**src/rtl/uart_pkg.sv**
```systemverilog
// Shared constants, receive FSM state encoding and the sampling vote helper.
package uart_pkg;

    localparam int unsigned PARITY_NONE = 0;
    localparam int unsigned PARITY_ODD  = 1;
    localparam int unsigned PARITY_EVEN = 2;

    typedef enum logic [2:0] {
        ST_IDLE     = 3'd0,
        ST_START    = 3'd1,
        ST_DATA     = 3'd2,
        ST_PARITY   = 3'd3,
        ST_STOP     = 3'd4,
        ST_BRK_WAIT = 3'd5
    } rx_state_e;

    // 2-of-3 majority of the three mid-bit samples.
    function automatic logic maj3(input logic a, input logic b, input logic c);
        return (a & b) | (a & c) | (b & c);
    endfunction

endpackage

```
**src/rtl/uart_os_tick.sv**
```systemverilog
// Oversample tick generator: latches the baud divisor while the receiver is
// idle and emits one registered tick every div_q cycles (every cycle for 0/1).
module uart_os_tick #(
    parameter int unsigned DIV_W = 16
) (
    input  logic             clk_rx,
    input  logic             rst_clk_rx,
    input  logic             load,
    input  logic [DIV_W-1:0] baud_div,
    output logic             tick
);

    logic [DIV_W-1:0] div_q, div_d;
    logic [DIV_W-1:0] cnt_q, cnt_d;
    logic             tick_q, tick_d;
    logic             term_c;

    // Terminal-count detect; >= keeps the counter bounded if the divisor shrinks.
    always_comb begin
        div_d  = load ? baud_div : div_q;
        term_c = (div_q <= DIV_W'(1)) || (cnt_q >= (div_q - DIV_W'(1)));
        cnt_d  = term_c ? '0 : (cnt_q + DIV_W'(1));
        tick_d = term_c;
    end

    // Divisor, counter and tick registers.
    always_ff @(posedge clk_rx or posedge rst_clk_rx) begin
        if (rst_clk_rx) begin
            div_q  <= '0;
            cnt_q  <= '0;
            tick_q <= 1'b0;
        end else begin
            div_q  <= div_d;
            cnt_q  <= cnt_d;
            tick_q <= tick_d;
        end
    end

    assign tick = tick_q;

endmodule

```
**src/rtl/uart_rx_cfg.sv**
```systemverilog
// Parametrised UART receiver with majority-vote sampling, parity/framing/break
// detection and a valid/ack hold register for the received word.
module uart_rx_cfg
    import uart_pkg::*;
#(
    parameter int unsigned DATA_BITS  = 8,
    parameter int unsigned PARITY     = 0,
    parameter int unsigned STOP_BITS  = 1,
    parameter int unsigned OVERSAMPLE = 16,
    parameter int unsigned DIV_W      = 16
) (
    input  logic                 clk_rx,
    input  logic                 rst_clk_rx,
    input  logic                 rxd_i,
    input  logic [DIV_W-1:0]     baud_div,
    output logic                 rxd_clk_rx,
    output logic [DATA_BITS-1:0] rx_data,
    output logic                 rx_valid,
    input  logic                 rx_ack,
    output logic                 frm_err,
    output logic                 par_err,
    output logic                 overrun,
    output logic                 break_det
);

    localparam int unsigned OS_W  = $clog2(OVERSAMPLE);
    localparam int unsigned BIT_W = $clog2(DATA_BITS + 1);
    localparam int unsigned MID   = OVERSAMPLE / 2;

    logic                 sync1_q, sync2_q;
    logic                 tick;
    logic                 load_c;

    rx_state_e            state_q, state_d;
    logic [OS_W-1:0]      os_cnt_q, os_cnt_d;
    logic [BIT_W-1:0]     bit_cnt_q, bit_cnt_d;
    logic [DATA_BITS-1:0] shift_q, shift_d;
    logic                 v0_q, v0_d, v1_q, v1_d;
    logic                 par_bit_q, par_bit_d;
    logic                 all_zero_q, all_zero_d;
    logic                 stop_err_q, stop_err_d;

    logic [DATA_BITS-1:0] data_q, data_d;
    logic                 valid_q, valid_d;
    logic                 frm_q, frm_d;
    logic                 par_q, par_d;
    logic                 ovr_q, ovr_d;
    logic                 brk_q, brk_d;

    logic                 vote_c, frm_c, par_c;
    logic                 is_v0_c, is_v1_c, is_vote_c, bit_end_c;
    logic                 complete_c, break_c;

    // Two-flop synchroniser on the raw pin, idling high.
    always_ff @(posedge clk_rx or posedge rst_clk_rx) begin
        if (rst_clk_rx) begin
            sync1_q <= 1'b1;
            sync2_q <= 1'b1;
        end else begin
            sync1_q <= rxd_i;
            sync2_q <= sync1_q;
        end
    end

    assign load_c = (state_q == ST_IDLE);

    uart_os_tick #(
        .DIV_W (DIV_W)
    ) u_os_tick (
        .clk_rx     (clk_rx),
        .rst_clk_rx (rst_clk_rx),
        .load       (load_c),
        .baud_div   (baud_div),
        .tick       (tick)
    );

    // Frame FSM: next state, bit sampling and shift register.
    always_comb begin
        state_d    = state_q;
        os_cnt_d   = os_cnt_q;
        bit_cnt_d  = bit_cnt_q;
        shift_d    = shift_q;
        v0_d       = v0_q;
        v1_d       = v1_q;
        par_bit_d  = par_bit_q;
        all_zero_d = all_zero_q;
        stop_err_d = stop_err_q;
        complete_c = 1'b0;
        break_c    = 1'b0;

        vote_c    = maj3(v0_q, v1_q, sync2_q);
        is_v0_c   = (os_cnt_q == OS_W'(MID - 1));
        is_v1_c   = (os_cnt_q == OS_W'(MID));
        is_vote_c = (os_cnt_q == OS_W'(MID + 1));
        bit_end_c = (os_cnt_q == OS_W'(OVERSAMPLE - 1));
        frm_c     = stop_err_q | ~vote_c;

        if (tick) begin
            if ((state_q != ST_IDLE) && (state_q != ST_BRK_WAIT)) begin
                if (is_v0_c) v0_d = sync2_q;
                if (is_v1_c) v1_d = sync2_q;
                os_cnt_d = bit_end_c ? '0 : (os_cnt_q + OS_W'(1));
            end

            unique case (state_q)
                ST_IDLE: begin
                    if (!sync2_q) begin
                        state_d  = ST_START;
                        os_cnt_d = '0;
                    end
                end
                ST_START: begin
                    if (is_vote_c && vote_c) begin
                        state_d  = ST_IDLE;
                        os_cnt_d = '0;
                    end else if (bit_end_c) begin
                        state_d    = ST_DATA;
                        bit_cnt_d  = '0;
                        all_zero_d = 1'b1;
                        stop_err_d = 1'b0;
                    end
                end
                ST_DATA: begin
                    if (is_vote_c) begin
                        shift_d    = {vote_c, shift_q[DATA_BITS-1:1]};
                        all_zero_d = all_zero_q & ~vote_c;
                    end
                    if (bit_end_c) begin
                        if (bit_cnt_q == BIT_W'(DATA_BITS - 1)) begin
                            bit_cnt_d = '0;
                            state_d   = (PARITY != PARITY_NONE) ? ST_PARITY : ST_STOP;
                        end else begin
                            bit_cnt_d = bit_cnt_q + BIT_W'(1);
                        end
                    end
                end
                ST_PARITY: begin
                    if (is_vote_c) begin
                        par_bit_d  = vote_c;
                        all_zero_d = all_zero_q & ~vote_c;
                    end
                    if (bit_end_c) state_d = ST_STOP;
                end
                ST_STOP: begin
                    if (is_vote_c) begin
                        stop_err_d = frm_c;
                        if ((bit_cnt_q == '0) && all_zero_q && !vote_c) begin
                            break_c  = 1'b1;
                            state_d  = ST_BRK_WAIT;
                            os_cnt_d = '0;
                        end else if (bit_cnt_q == BIT_W'(STOP_BITS - 1)) begin
                            complete_c = 1'b1;
                            state_d    = ST_IDLE;
                            os_cnt_d   = '0;
                        end
                    end else if (bit_end_c) begin
                        bit_cnt_d = bit_cnt_q + BIT_W'(1);
                    end
                end
                ST_BRK_WAIT: begin
                    // os_cnt counts consecutive high ticks here.
                    if (!sync2_q) begin
                        os_cnt_d = '0;
                    end else if (bit_end_c) begin
                        state_d  = ST_IDLE;
                        os_cnt_d = '0;
                    end else begin
                        os_cnt_d = os_cnt_q + OS_W'(1);
                    end
                end
                default: begin
                    state_d  = ST_IDLE;
                    os_cnt_d = '0;
                end
            endcase
        end
    end

    // Parity check over the assembled word and received parity bit.
    always_comb begin
        par_c = 1'b0;
        if (PARITY == PARITY_ODD) begin
            par_c = ~(^shift_q ^ par_bit_q);
        end else if (PARITY == PARITY_EVEN) begin
            par_c = ^shift_q ^ par_bit_q;
        end
    end

    // Output hold register with valid/ack handshake and overrun detect.
    always_comb begin
        data_d  = data_q;
        valid_d = valid_q;
        frm_d   = frm_q;
        par_d   = par_q;
        ovr_d   = 1'b0;
        brk_d   = break_c;
        if (complete_c) begin
            data_d  = shift_q;
            frm_d   = frm_c;
            par_d   = par_c;
            valid_d = 1'b1;
            ovr_d   = valid_q & ~rx_ack;
        end else if (rx_ack && valid_q) begin
            valid_d = 1'b0;
        end
    end

    // State and datapath registers.
    always_ff @(posedge clk_rx or posedge rst_clk_rx) begin
        if (rst_clk_rx) begin
            state_q    <= ST_IDLE;
            os_cnt_q   <= '0;
            bit_cnt_q  <= '0;
            shift_q    <= '0;
            v0_q       <= 1'b1;
            v1_q       <= 1'b1;
            par_bit_q  <= 1'b0;
            all_zero_q <= 1'b0;
            stop_err_q <= 1'b0;
            data_q     <= '0;
            valid_q    <= 1'b0;
            frm_q      <= 1'b0;
            par_q      <= 1'b0;
            ovr_q      <= 1'b0;
            brk_q      <= 1'b0;
        end else begin
            state_q    <= state_d;
            os_cnt_q   <= os_cnt_d;
            bit_cnt_q  <= bit_cnt_d;
            shift_q    <= shift_d;
            v0_q       <= v0_d;
            v1_q       <= v1_d;
            par_bit_q  <= par_bit_d;
            all_zero_q <= all_zero_d;
            stop_err_q <= stop_err_d;
            data_q     <= data_d;
            valid_q    <= valid_d;
            frm_q      <= frm_d;
            par_q      <= par_d;
            ovr_q      <= ovr_d;
            brk_q      <= brk_d;
        end
    end

    assign rxd_clk_rx = sync2_q;
    assign rx_data    = data_q;
    assign rx_valid   = valid_q;
    assign frm_err    = frm_q;
    assign par_err    = par_q;
    assign overrun    = ovr_q;
    assign break_det  = brk_q;

endmodule
```
**config.mk**
```make
export PLATFORM = sky130hd
export DESIGN_NAME = uart_rx_cfg
export DESIGN_NICKNAME = d
export VERILOG_FILES = /design/src/rtl/uart_pkg.sv /design/src/rtl/uart_os_tick.sv /design/src/rtl/uart_rx_cfg.sv
export SDC_FILE = /design/constraint.sdc
export NUM_CORES = 1
export LEC_CHECK = 0
export ABC_AREA = 1
export ABC_CLOCK_PERIOD_IN_PS = 4550
export CORE_MARGIN = 10
export CORE_UTILIZATION = 45
export CTS_BUF_LIST = sky130_fd_sc_hd__clkbuf_8
export CTS_CLUSTER_SIZE = 30
export DETAILED_ROUTE_END_ITERATION = 6
export SETUP_SLACK_MARGIN = 0.4
export SYNTH_ARGS = -nofsm -noshare
export SYNTH_HDL_FRONTEND = slang
export SYNTH_SLANG_ARGS = --single-unit
```
**constraint.sdc**
```tcl
create_clock -name clk_rx -period 4.55 [get_ports clk_rx]
set_input_delay 0.6825 -clock clk_rx [delete_from_list [all_inputs] [get_ports clk_rx]]
set_output_delay 0.6825 -clock clk_rx [all_outputs]
set_load 0.03 [all_outputs]
```
==> summary.txt <==
Hold Crit Start - sync1_q$_DFF_PP1_
Status - complete, no violations
Relative slew slack - 33.4%
WHS - 0.358 ns
Cells along the critical path - nor2_1 -> nand2_1 -> nor2_1 -> nand2_1 -> nor2_1 -> nand2_1 -> xor2_1 -> ha_1 -> a21oi_1 -> o21ai_0 -> a21oi_1 -> nand4_4 -> nor2_1
Chip height - 116 um
Largest net degree at the start of global routing - 49
Sequential-to-total area share from yosys stat - 42.3%
HPWL Detailed - 6.38 mm
Critical Path Sink Type - register
Synth Register Bits - 70
Core footprint - 8850 um2
Final hold vios - 0
CP dominant cell by count - nor2_1
Clk sinks - 70
Crit path required time - 4.82 ns
Clk_lat worst skew - 0.34 ns
Tmin final - 2.66 ns
Crit path max fanout - 17
Post-CTS Setup Bufs - 0
Max Slew Vio Count - 0
DR iter-0 viols - 137
Routed len/inst - 12.4 um
RSZ-0062 raised after global routing - false
Setup Total Neg Slack - 0 ns
Total of warnings raised by yosys - 0
Clock buffer count from CTS - 9
RR Startpoint - u_os_tick.div_q[2]$_DFFE_PP0P_
Antenna violations before repair - 0
Area grow syn2layout - 15.7%
Grt ovf - 0
Worst hold endpoint - rxd_clk_rx$_DFF_PP1_
Final wirelength - 8.47 mm
Vias after detailed routing - 3420
DRC - 0
Max-cap viol count - 0
FF-to-FF End - u_os_tick.cnt_q[14]$_DFF_PP0_
Syn nets - 580
Nets - 617
Slowest stage delay, CP - 0.42 ns
Clock Skew - 0.0163 ns
GRT Total Usage - 13.3%
Layout cells sized above 1 - 9.52%
Commonest non-fill, non-tap cell in the layout - nand2_1
Fin crit share - 58.4%
Commonest non-fill, non-tap cells in the layout - 158 x nand2_1, 66 x dfrtp_1, 60 x inv_1
Startpoint types - register
Final ANT Viol Nets - 0
ANT cells - 0
Worst Tran Pin Value - 0.997 ns
Post_cts resized - 0
Post-synth cell types - 32
Iteration count of the initial detailed-routing pass - 4
Die W - 116 um
Maximum vdd drop - 0.157 mV
Number of global-route vias before repair - 3205
Power density over the cells - 319 nW/um2
Worst path slowest cell - dfrtp_1
Post-Syn Area per Cell - 7.75 um2
Fmax - 376 MHz
IO Port Bufs - 32
Fillers - 882
GP Congestion - 0.887
Synth Cell Area - 4150 um2
Post-Syn Instances - 536
CTS tree - built
Initial Utilization - 46.9%
Boundary Pins - 34
Type of the worst min-delay path - reg2reg
Die footprint - 13500 um2
Cell count of the worst reg-to-reg path - 13
Worst Hold Depth - 0
R2r setup slk - 1.89 ns
Maximum clock path buffer count - 2
Final setup violation count - 0
WS Path Type - reg2reg
Vias per cell - 4.99
H-Tree Depth - 3
Hold_buf cts - 0
Critical Path AT - 2.92 ns
First-pass GRT wire length - 14.7 mm
Clock Root Buffer - clkbuf_8
Standard-cell rows - 34
Clock transition at path regs - 0.08 ns
Static Leak - 2.32 nW
[where the power goes]
part / total [mW] / switching [mW] / internal, mW
clock: 0.584 / 0.246 / 0.339
combinational: 0.231 / 0.130 / 0.101
sequential: 0.716 / 0.0534 / 0.662
[cell usage after synthesis (all sizes together)]
| master | n | share of area (%) |
|---|---|---|
| nand2 | 166 | 15 |
| dfrtp | 66 | 40 |
| inv | 66 | 6.0 |
| nor2 | 65 | 6.7 |
| o21ai | 42 | 5.8 |
| nand3 | 33 | 4.3 |
| ha | 24 | 7.2 |
| xor2 | 20 | 4.2 |
| a21oi | 16 | 1.9 |
| nor3 | 10 | 1.7 |
| xnor2 | 6 | 1.3 |
| buf | 5 | 0.87 |
| dfstp | 4 | 2.5 |
| nand4 | 4 | 0.96 |
| clkbuf | 2 | 0.18 |
| nand3b | 2 | 0.36 |
| a211oi | 1 | 0.18 |
| a21o | 1 | 0.18 |
| conb | 1 | 0.090 |
| nor4 | 1 | 0.15 |
| or2 | 1 | 0.15 |
[cell type report]
| class | instances | area [um2] | area share [%] |
|---|---|---|---|
| tap | 108 | 135 | 2.81 |
| inverter | 66 | 248 | 5.16 |
| sequential | 70 | 1760 | 36.6 |
| clock buffer | 11 | 151 | 3.15 |
| timing repair buffer | 33 | 328 | 6.82 |
| multi-input combinational | 393 | 2100 | 43.8 |
| clock inverter | 5 | 81.3 | 1.69 |
[per-layer routing]
metal | global-route usage, % | part of all wire (%)
met5 | 0 | 0
met4 | 4.25 | 0.76
met1 | 18.7 | 53
met2 | 19.4 | 42
met3 | 3.31 | 4.4
[kinds of logic (layout without fill, tap and decap cells)]
group / after synthesis / after routing / share of synthesized area, %
AO/OA/AOI/OAI: 60 / 60 / 8.07
buffers and inverters: 73 / 115 / 7.02
XOR/XNOR: 26 / 26 / 5.48
other: 1 / 1 / 0.0903
flip-flops: 70 / 70 / 42.3
adder cells (fa/ha/maj): 24 / 24 / 7.23
AND/OR/NAND/NOR: 282 / 282 / 29.8
[worst max path at each step]
stage	to	slack (ns)	cells after the start	start
finish	u_os_tick.cnt_q[14]$_DFF_PP0_	1.89	13	u_os_tick.div_q[2]$_DFFE_PP0P_
global placement	u_os_tick.cnt_q[10]$_DFF_PP0_	2.00	13	u_os_tick.div_q[2]$_DFFE_PP0P_
detailed placement	u_os_tick.cnt_q[8]$_DFF_PP0_	1.87	14	u_os_tick.div_q[0]$_DFFE_PP0P_
global route	u_os_tick.cnt_q[14]$_DFF_PP0_	1.54	14	u_os_tick.div_q[0]$_DFFE_PP0P_
floorplan	all_zero_q$_DFFE_PP0P_	2.11	1	rst_clk_rx
CTS	u_os_tick.cnt_q[11]$_DFF_PP0_	1.86	14	u_os_tick.div_q[0]$_DFFE_PP0P_
[critical path: cells and delay by family, from the launching register on]
kind	cells	cell delay [ns]
AO/OA/AOI/OAI	3	0.44
XOR/XNOR	1	0.15
adder cells (fa/ha/maj)	1	0.29
flip-flops	1	0.42
AND/OR/NAND/NOR	8	1.28
[state kept, by name (all words and copies together) (netlist names)]
| signal | cells |
|---|---|
| stop_err_q | 1 |
| v1_q | 1 |
| v0_q | 1 |
| u_os_tick.tick | 1 |
| bit_cnt_q | 4 |
| overrun | 1 |
| all_zero_q | 1 |
| u_os_tick.div_q | 16 |
| sync1_q | 1 |
| rx_data | 8 |
| frm_err | 1 |
| os_cnt_q | 4 |
| shift_q | 8 |
| u_os_tick.cnt_q | 16 |
| break_det | 1 |
| rx_valid | 1 |
| rxd_clk_rx | 1 |
| state_q | 3 |
[through the flow]
| step | std cells | worst slack [ns] | utilization, % | cell area, um2 | total power [mW] |
|---|---|---|---|---|---|
| finish | 686 | 1.89 | 54.3 | 4800 | 1.53 |
| floorplan | 536 | 2.11 | - | 4150 | 0.890 |
| CTS | 686 | 1.86 | 54.3 | 4800 | 1.55 |
| global route | 686 | 1.54 | 54.3 | 4800 | 1.63 |
| detailed placement | 670 | 1.87 | 51.7 | 4570 | 0.962 |
| global placement | 670 | 2.00 | 51.7 | 4570 | 0.950 |
(Power assumes the default switching activity.)
